<file path="src/rtl/reg_file_burst.sv">
// reg_file_burst: parametrised register file with two bypassed read ports, general and PC write ports, and a load/store-multiple burst sequencer.
module reg_file_burst #(
    parameter int DATA_W = 16,
    parameter int ADDR_W = 3,
    parameter int PC_IDX = 7
) (
    input  logic                   clk,
    input  logic                   resetn,
    input  logic [ADDR_W-1:0]      rd_addr_a,
    input  logic [ADDR_W-1:0]      rd_addr_b,
    output logic [DATA_W-1:0]      rd_data_a,
    output logic [DATA_W-1:0]      rd_data_b,
    input  logic                   wr_en,
    input  logic [ADDR_W-1:0]      wr_addr,
    input  logic [DATA_W-1:0]      wr_data,
    input  logic                   pc_wr_en,
    input  logic [DATA_W-1:0]      pc_wr_data,
    output logic [DATA_W-1:0]      pc_out,
    input  logic                   burst_start,
    input  logic                   burst_load,
    input  logic [2**ADDR_W-1:0]   burst_mask,
    output logic                   burst_valid,
    input  logic                   burst_ready,
    output logic [ADDR_W-1:0]      burst_idx,
    output logic [DATA_W-1:0]      burst_rd_data,
    input  logic [DATA_W-1:0]      burst_wr_data,
    output logic                   burst_busy,
    output logic                   burst_done,
    output logic                   wr_dropped
);
    localparam int NUM_REGS = 2**ADDR_W;
    localparam logic [ADDR_W-1:0] PC_A = ADDR_W'(PC_IDX);
    typedef enum logic [1:0] {IDLE, XFER, DONE} state_t;
    state_t state, state_n;
    logic [NUM_REGS-1:0] mask_q, mask_n;
    logic load_q, load_n;
    logic [DATA_W-1:0] regs [NUM_REGS];
    logic bl, we, pc_ok;
    logic [ADDR_W-1:0] wa;
    logic [DATA_W-1:0] wd;
    assign burst_valid = state == XFER;
    assign burst_busy = state == XFER;
    assign burst_done = state == DONE;
    assign bl = burst_valid & burst_ready & load_q;
    assign we = bl | wr_en;
    assign wa = bl ? burst_idx : wr_addr;
    assign wd = bl ? burst_wr_data : wr_data;
    assign pc_ok = pc_wr_en & ~(we & (wa == PC_A));
    assign rd_data_a = (we && wa == rd_addr_a) ? wd : (pc_ok && rd_addr_a == PC_A) ? pc_wr_data : regs[rd_addr_a];
    assign rd_data_b = (we && wa == rd_addr_b) ? wd : (pc_ok && rd_addr_b == PC_A) ? pc_wr_data : regs[rd_addr_b];
    assign pc_out = regs[PC_A];
    assign burst_rd_data = regs[burst_idx];
    always_comb begin
        burst_idx = '0;
        for (int i = NUM_REGS - 1; i >= 0; i--)
            if (mask_q[i]) burst_idx = ADDR_W'(i);
    end
    always_comb begin
        state_n = state;
        mask_n = mask_q;
        load_n = load_q;
        if (state == IDLE && burst_start) begin
            mask_n = burst_mask;
            load_n = burst_load;
            state_n = |burst_mask ? XFER : DONE;
        end else if (state == XFER && burst_ready) begin
            mask_n = mask_q & ~(NUM_REGS'(1) << burst_idx);
            state_n = |mask_n ? XFER : DONE;
        end else if (state == DONE) begin
            state_n = IDLE;
        end
    end
    always_ff @(posedge clk or negedge resetn) begin
        if (!resetn) begin
            state <= IDLE;
            mask_q <= '0;
            load_q <= 1'b0;
            wr_dropped <= 1'b0;
            for (int i = 0; i < NUM_REGS; i++) regs[i] <= '0;
        end else begin
            state <= state_n;
            mask_q <= mask_n;
            load_q <= load_n;
            wr_dropped <= bl & wr_en;
            if (we) regs[wa] <= wd;
            if (pc_ok) regs[PC_A] <= pc_wr_data;
        end
    end
endmodule

</file>
<file path="config.mk">
export PLATFORM = sky130hd
export DESIGN_NAME = reg_file_burst
export DESIGN_NICKNAME = d
export VERILOG_FILES = /design/src/rtl/reg_file_burst.sv
export SDC_FILE = /design/constraint.sdc
export NUM_CORES = 1
export LEC_CHECK = 0
export BUFFER_PORTS_ARGS = -buffer_cell sky130_fd_sc_hd__buf_2
export CAP_MARGIN = 10
export CORE_ASPECT_RATIO = 1.1
export CORE_MARGIN = 2
export CORE_UTILIZATION = 35
export CTS_CLUSTER_DIAMETER = 30
export CTS_CLUSTER_SIZE = 24
export DETAILED_ROUTE_END_ITERATION = 10
export MAX_ROUTING_LAYER = met4
export SLEW_MARGIN = 30
export SYNTH_ARGS = -nofsm -noshare
export SYNTH_HDL_FRONTEND = slang
export SYNTH_SLANG_ARGS = --single-unit
</file>
<file path="constraint.sdc">
create_clock -name clk -period 3.8 [get_ports clk]
set_clock_uncertainty 0.15 [all_clocks]
set_input_delay 0.95 -clock clk [delete_from_list [all_inputs] [get_ports clk]]
set_output_delay 0.95 -clock clk [all_outputs]
set_load 0.02 [all_outputs]
</file>
Yosys cells after proc, flatten, opt, wreduce, memory -nomap -nowiden
Index checks and enable logic that the tools add are counted.
Widths: inputs -> output; s select.
{ "word_totals": {"in_bits": 72, "wordCells": 86, "regBits": 140} }
{ "op_classes": {"eq_ne": 7, "bitwise": 13, "n_lt_le_gt_ge": 5, "shifts": 1, "n_reduce_logical": 13, "muxes": 35} }
{ "op_table": {"columns": ["operator", "count"], "rows": [
  ["$mux 16", 14],
  ["$bmux 16 s3", 3],
  ["$bwmux 128", 1],
  ["$demux 16 s3", 1],
  ["$mux 3", 9],
  ["$ge 4x4->1 const B", 4],
  ["$mux 8", 2],
  ["$not 3->4", 4],
  ["$reduce_or 8->1", 2],
  ["$mux 2", 5],
  ["$eq 3x3->1 const B", 3],
  ["$and 8x8->8", 1],
  ["$not 8->8", 1],
  ["$shl 1x3->8 const A", 1],
  ["$logic_and 1x1->1", 7],
  ["$eq 3x3->1", 2],
  ["$and 1x1->1", 5],
  ["$lt 4x1->1 const B", 1],
  ["$reduce_bool 2->1", 2],
  ["$reduce_bool 3->1", 1],
  ["$eq 2x1->1 const B", 1],
  ["$eq 2x2->1 const B", 1],
  ["$logic_not 2->1", 1],
  ["$not 1->1", 1],
  ["$or 1x1->1", 1]
]} }

Depth between registers and ports, before layout
{ "depth": {"word_depth": 17, "depth_mapped": 10, "depth_no_buf": 7} }

Worst setup path before layout
OpenSTA, ideal clock, no wires.
{ "synth_path": {"path_type": "input to output", "startpoint": "input burst_ready", "endpoint": "output rd_data_a[2]", "path_buffers": 3, "setup_slack_ps": -204, "cell_stages": 8, "t_arrival_ps": 2904, "path_cell_list": "and4b_1 buf_2 clkbuf_1 a21boi_1 nor3_4 clkbuf_1 nor2_1 o31ai_1"} }
{ "synth_between": {"elab_chain_cells": 10} }
{ "synth_rtl": {"columns": ["item", "line", "text"], "rows": [
  ["from (decl)", "23", "input logic burst_ready,"],
  ["$and 1x1->1 * (2 in series)", "44", "assign bl = burst_valid & burst_ready & load_q;"],
  ["$mux 3", "46", "assign wa = bl ? burst_idx : wr_addr;"],
  ["$eq 3x3->1", "48", "assign pc_ok = pc_wr_en & ~(we & (wa == PC_A));"],
  ["$and 1x1->1", "48", null],
  ["$not 1->1", "48", null],
  ["$and 1x1->1", "48", null],
  ["$logic_and 1x1->1", "49", "assign rd_data_a = (we && wa == rd_addr_a) ? wd : (pc_ok && rd_addr_a == PC_A) ? pc_wr_data : regs[rd_addr_a];"],
  ["$mux 16", "49", null],
  ["$mux 16 *", "49", null],
  ["to (decl)", "11", "output logic [DATA_W-1:0] rd_data_a,"]
]} }
Every way passes the cells marked *; elsewhere a longest branch is shown, timed or not.

Final worst setup path
{ "layout_path": {"startpoint": "register mask_q[7]", "endpoint": "output rd_data_b[14]"} }
{ "layout_between": {"elab_chain_cells": 16} }
{ "layout_rtl": {"columns": ["item", "line", "text"], "rows": [
  ["from (decl)", "35", "logic [NUM_REGS-1:0] mask_q, mask_n;"],
  ["from (signal assigned)", "82", "mask_q <= mask_n;"],
  ["$mux 3 * (8 in series)", "56", "if (mask_q[i]) burst_idx = ADDR_W'(i);"],
  ["$mux 3 *", "46", null],
  ["$eq 3x3->1", "48", null],
  ["$and 1x1->1", "48", null],
  ["$not 1->1", "48", null],
  ["$and 1x1->1", "48", null],
  ["$logic_and 1x1->1", "50", "assign rd_data_b = (we && wa == rd_addr_b) ? wd : (pc_ok && rd_addr_b == PC_A) ? pc_wr_data : regs[rd_addr_b];"],
  ["$mux 16", "50", null],
  ["$mux 16 *", "50", null],
  ["to (decl)", "12", "output logic [DATA_W-1:0] rd_data_b,"]
]} }
Marked as above.

==> results.ini <==
[clock_network]
path_clk_slew_ps=60
cts_tree=yes
hold_buffers=0
clkSinkCount=140
clockRootBuffer=clkbuf_16
clkLatencyLatePin_ps=440
h-tree-depth=4
cts_made_buffers=17
clockBufferDepth=2

[global_routing]
grt_max_degree=70
antenna_found_initial=1
gr-usage-all-layers=0.255
grt_pass1_vias=9714
grt_pass1_wl_mm=59.1
grt-ovfl-total=0

[synth]
yosys_most_used_dff=dfrtp_1
synth_cell_types=63
yosys_warnings=0
async_reset_ff_frac=1.00
syn_inst=1170
synth_area_per_cell_um2=8.91
syn-num-nets=1242
seq_area_frac_synth=0.336
synth_edf_count=0
yosys_register_bits=140
syn_area_um2=10400

[critical_path]
worstPathCellList=or4_4, nand2_8, o21ai_2, a31oi_4, buf_12, clkbuf_16, a21oi_4, o31ai_4, buf_6
critPathBufInv=3
cpLargestDelayFamily=simple AND/OR/NAND/NOR gates
crit_fanout=8
critical_path_class=register to primary output
cp.required_ps=2700
setup.worst_path.start_class=register
crit_arrival_ps=2800
slowest_delay_ps=570
cp_slowest_cell=or4_4
crit_path_end_kind=primary output

[floorplanning]
die_w_um=169
ios=143
fp.coreArea_um2=29500
dieArea_um2=31200
rows=66
start_util=0.354
dieHeight_um=185

[timing]
hold_viol=0
slew_violations=0
whs_ps=360
tightest_slew_ps=872
fin_crit_ps=3900
finalSetupViolCount=36
setup_ws_ps=-104
slew_headroom=0.402
fin_crit_sh=1.03
grt_setup_unrepaired=true
fmax_ghz=0.256

[pwr]
total_power_uw=14700
power.density_nw_per_um2=1030
ir_worst_vdd_v=0.000505
p_leak_uw=0.00598

[place]
portBuffers=142
placed_area_um2=12000
dp_cells=1644
gp_congestion=0.867
place_hpwl_mm=26.3

[route]
drtIter0Drc=1268
via_per_inst=6.13
via_count=10610
drtPass1Iterations=7
drc_errors=0
wl_mm=41.6
ant_nets=0
wl_per_cell_um=24.1

[flow_run]
cap_violations=0

[layout]
instances_no_fill=1730
fin_area_um2=14300
fin_nets=1415
syn_to_final_growth_pct=37.0
layout-drive-gt1-share=0.400

[hold_path]
hold_path.class=primary input to asynchronous set/reset pin

[run_status]
status=finished with violations
failed_checks=negative setup slack

[per-stage QoR]
stage	util	TNS [ps]	worst slack, ps
after CTS	0.447	-737	-63.0
after global routing	0.484	-5180	-160
after global placement	0.408	-302	-47.9
after floorplan	-	-606	-54.5
after detailed placement	0.408	-1410	-86.6
final	0.484	-2280	-104
[repair_timing]
action | 4_1_cts | 5_1_grt
cloned | 3 | 12
resized for setup | 104 | 143
setup buffers | 23 | 18
pin swaps | 7 | 46
setup endpoints to repair | 48 | 48
[cells by family after synthesis]
kind of cell | synth area share
buf+inv | 0.0616
mux | 0.197
compound gates | 0.218
flops | 0.336
xor+xnor | 0.00648
simple gates | 0.181
[synthesized netlist by cell type (4+ instances only)]
cell type | count | area, µm²
buf_4 | 20 | 150
a21oi_1 | 148 | 741
o22ai_1 | 4 | 25.0
a21o_1 | 10 | 75.1
mux2i_1 | 33 | 330
nor3_1 | 7 | 35.0
nor4_1 | 4 | 25.0
buf_1 | 9 | 33.8
and3_1 | 4 | 25.0
nor2_1 | 195 | 732
mux2_2 | 25 | 282
a221o_1 | 19 | 190
nor2b_1 | 9 | 56.3
inv_1 | 14 | 52.6
mux4_2 | 64 | 1440
clkbuf_1 | 66 | 248
o21ai_0 | 55 | 275
o31ai_1 | 12 | 90.1
o21ba_2 | 4 | 40.0
xnor2_1 | 4 | 35.0
o21ai_1 | 5 | 25.0
dfrtp_1 | 140 | 3500
a221oi_1 | 21 | 184
nand4_1 | 17 | 106
o31ai_4 | 19 | 404
nand3_1 | 34 | 170
buf_2 | 21 | 105
nand2_1 | 160 | 601
[sequential cells by signal (all words and copies together), names as in the netlist]
name        flops
mask_q          8
state           2
pc_out         16
load_q          1
regs          112
wr_dropped      1
[metal layers]
metal  global-route usage  part of all wire  up-vias
met1                0.345              0.40     5190
met5                    -                 0        -
met2                0.391              0.47      696
li1                     -                 -     4598
met4               0.0817             0.040        0
met3               0.0449             0.090      126
[final cells by class]
| type | count | area, µm² |
|---|---|---|
| inverter | 17 | 75.1 |
| multi-input combinational | 894 | 7130 |
| tap | 374 | 468 |
| clock buffer | 21 | 470 |
| sequential | 140 | 3510 |
| fill | 2646 | 15200 |
| antenna | 1 | 2.50 |
| clock inverter | 10 | 91.3 |
| timing repair buffer | 273 | 2530 |
[final timing paths]
check                      slack (ps)       from       endpoint  depth (start not counted)
min in group clk                  380   regs[32]       regs[32]                          2
min                               360     resetn      mask_q[7]                          1
max                              -100  mask_q[7]  rd_data_b[14]                          9
max reg2reg                       550  mask_q[3]       state[0]                         12
min reg2reg                       380   regs[32]       regs[32]                          2
max in group asynchronous        2330     resetn      regs[112]                          2
[placed cells by master (no fill, tap or decap), types with 34 or more instances in the layout]
cell type	netlist	layout
a21oi_1	148	110
buf_2	21	95
buf_4	20	86
buf_6	1	55
dfrtp_1	140	134
mux4_2	64	64
nand2_1	160	159
nand3_1	34	34
nor2_1	195	178
o21ai_0	55	55
[report_power, final]
group          total, µW  internal (µW)  leakage (µW)  switching (µW)
registers           3030           2180       0.00162             857
clock network       1630            947      0.000275             679
logic              10000           4670       0.00408            5350
Power figures use the tool's default switching activity.
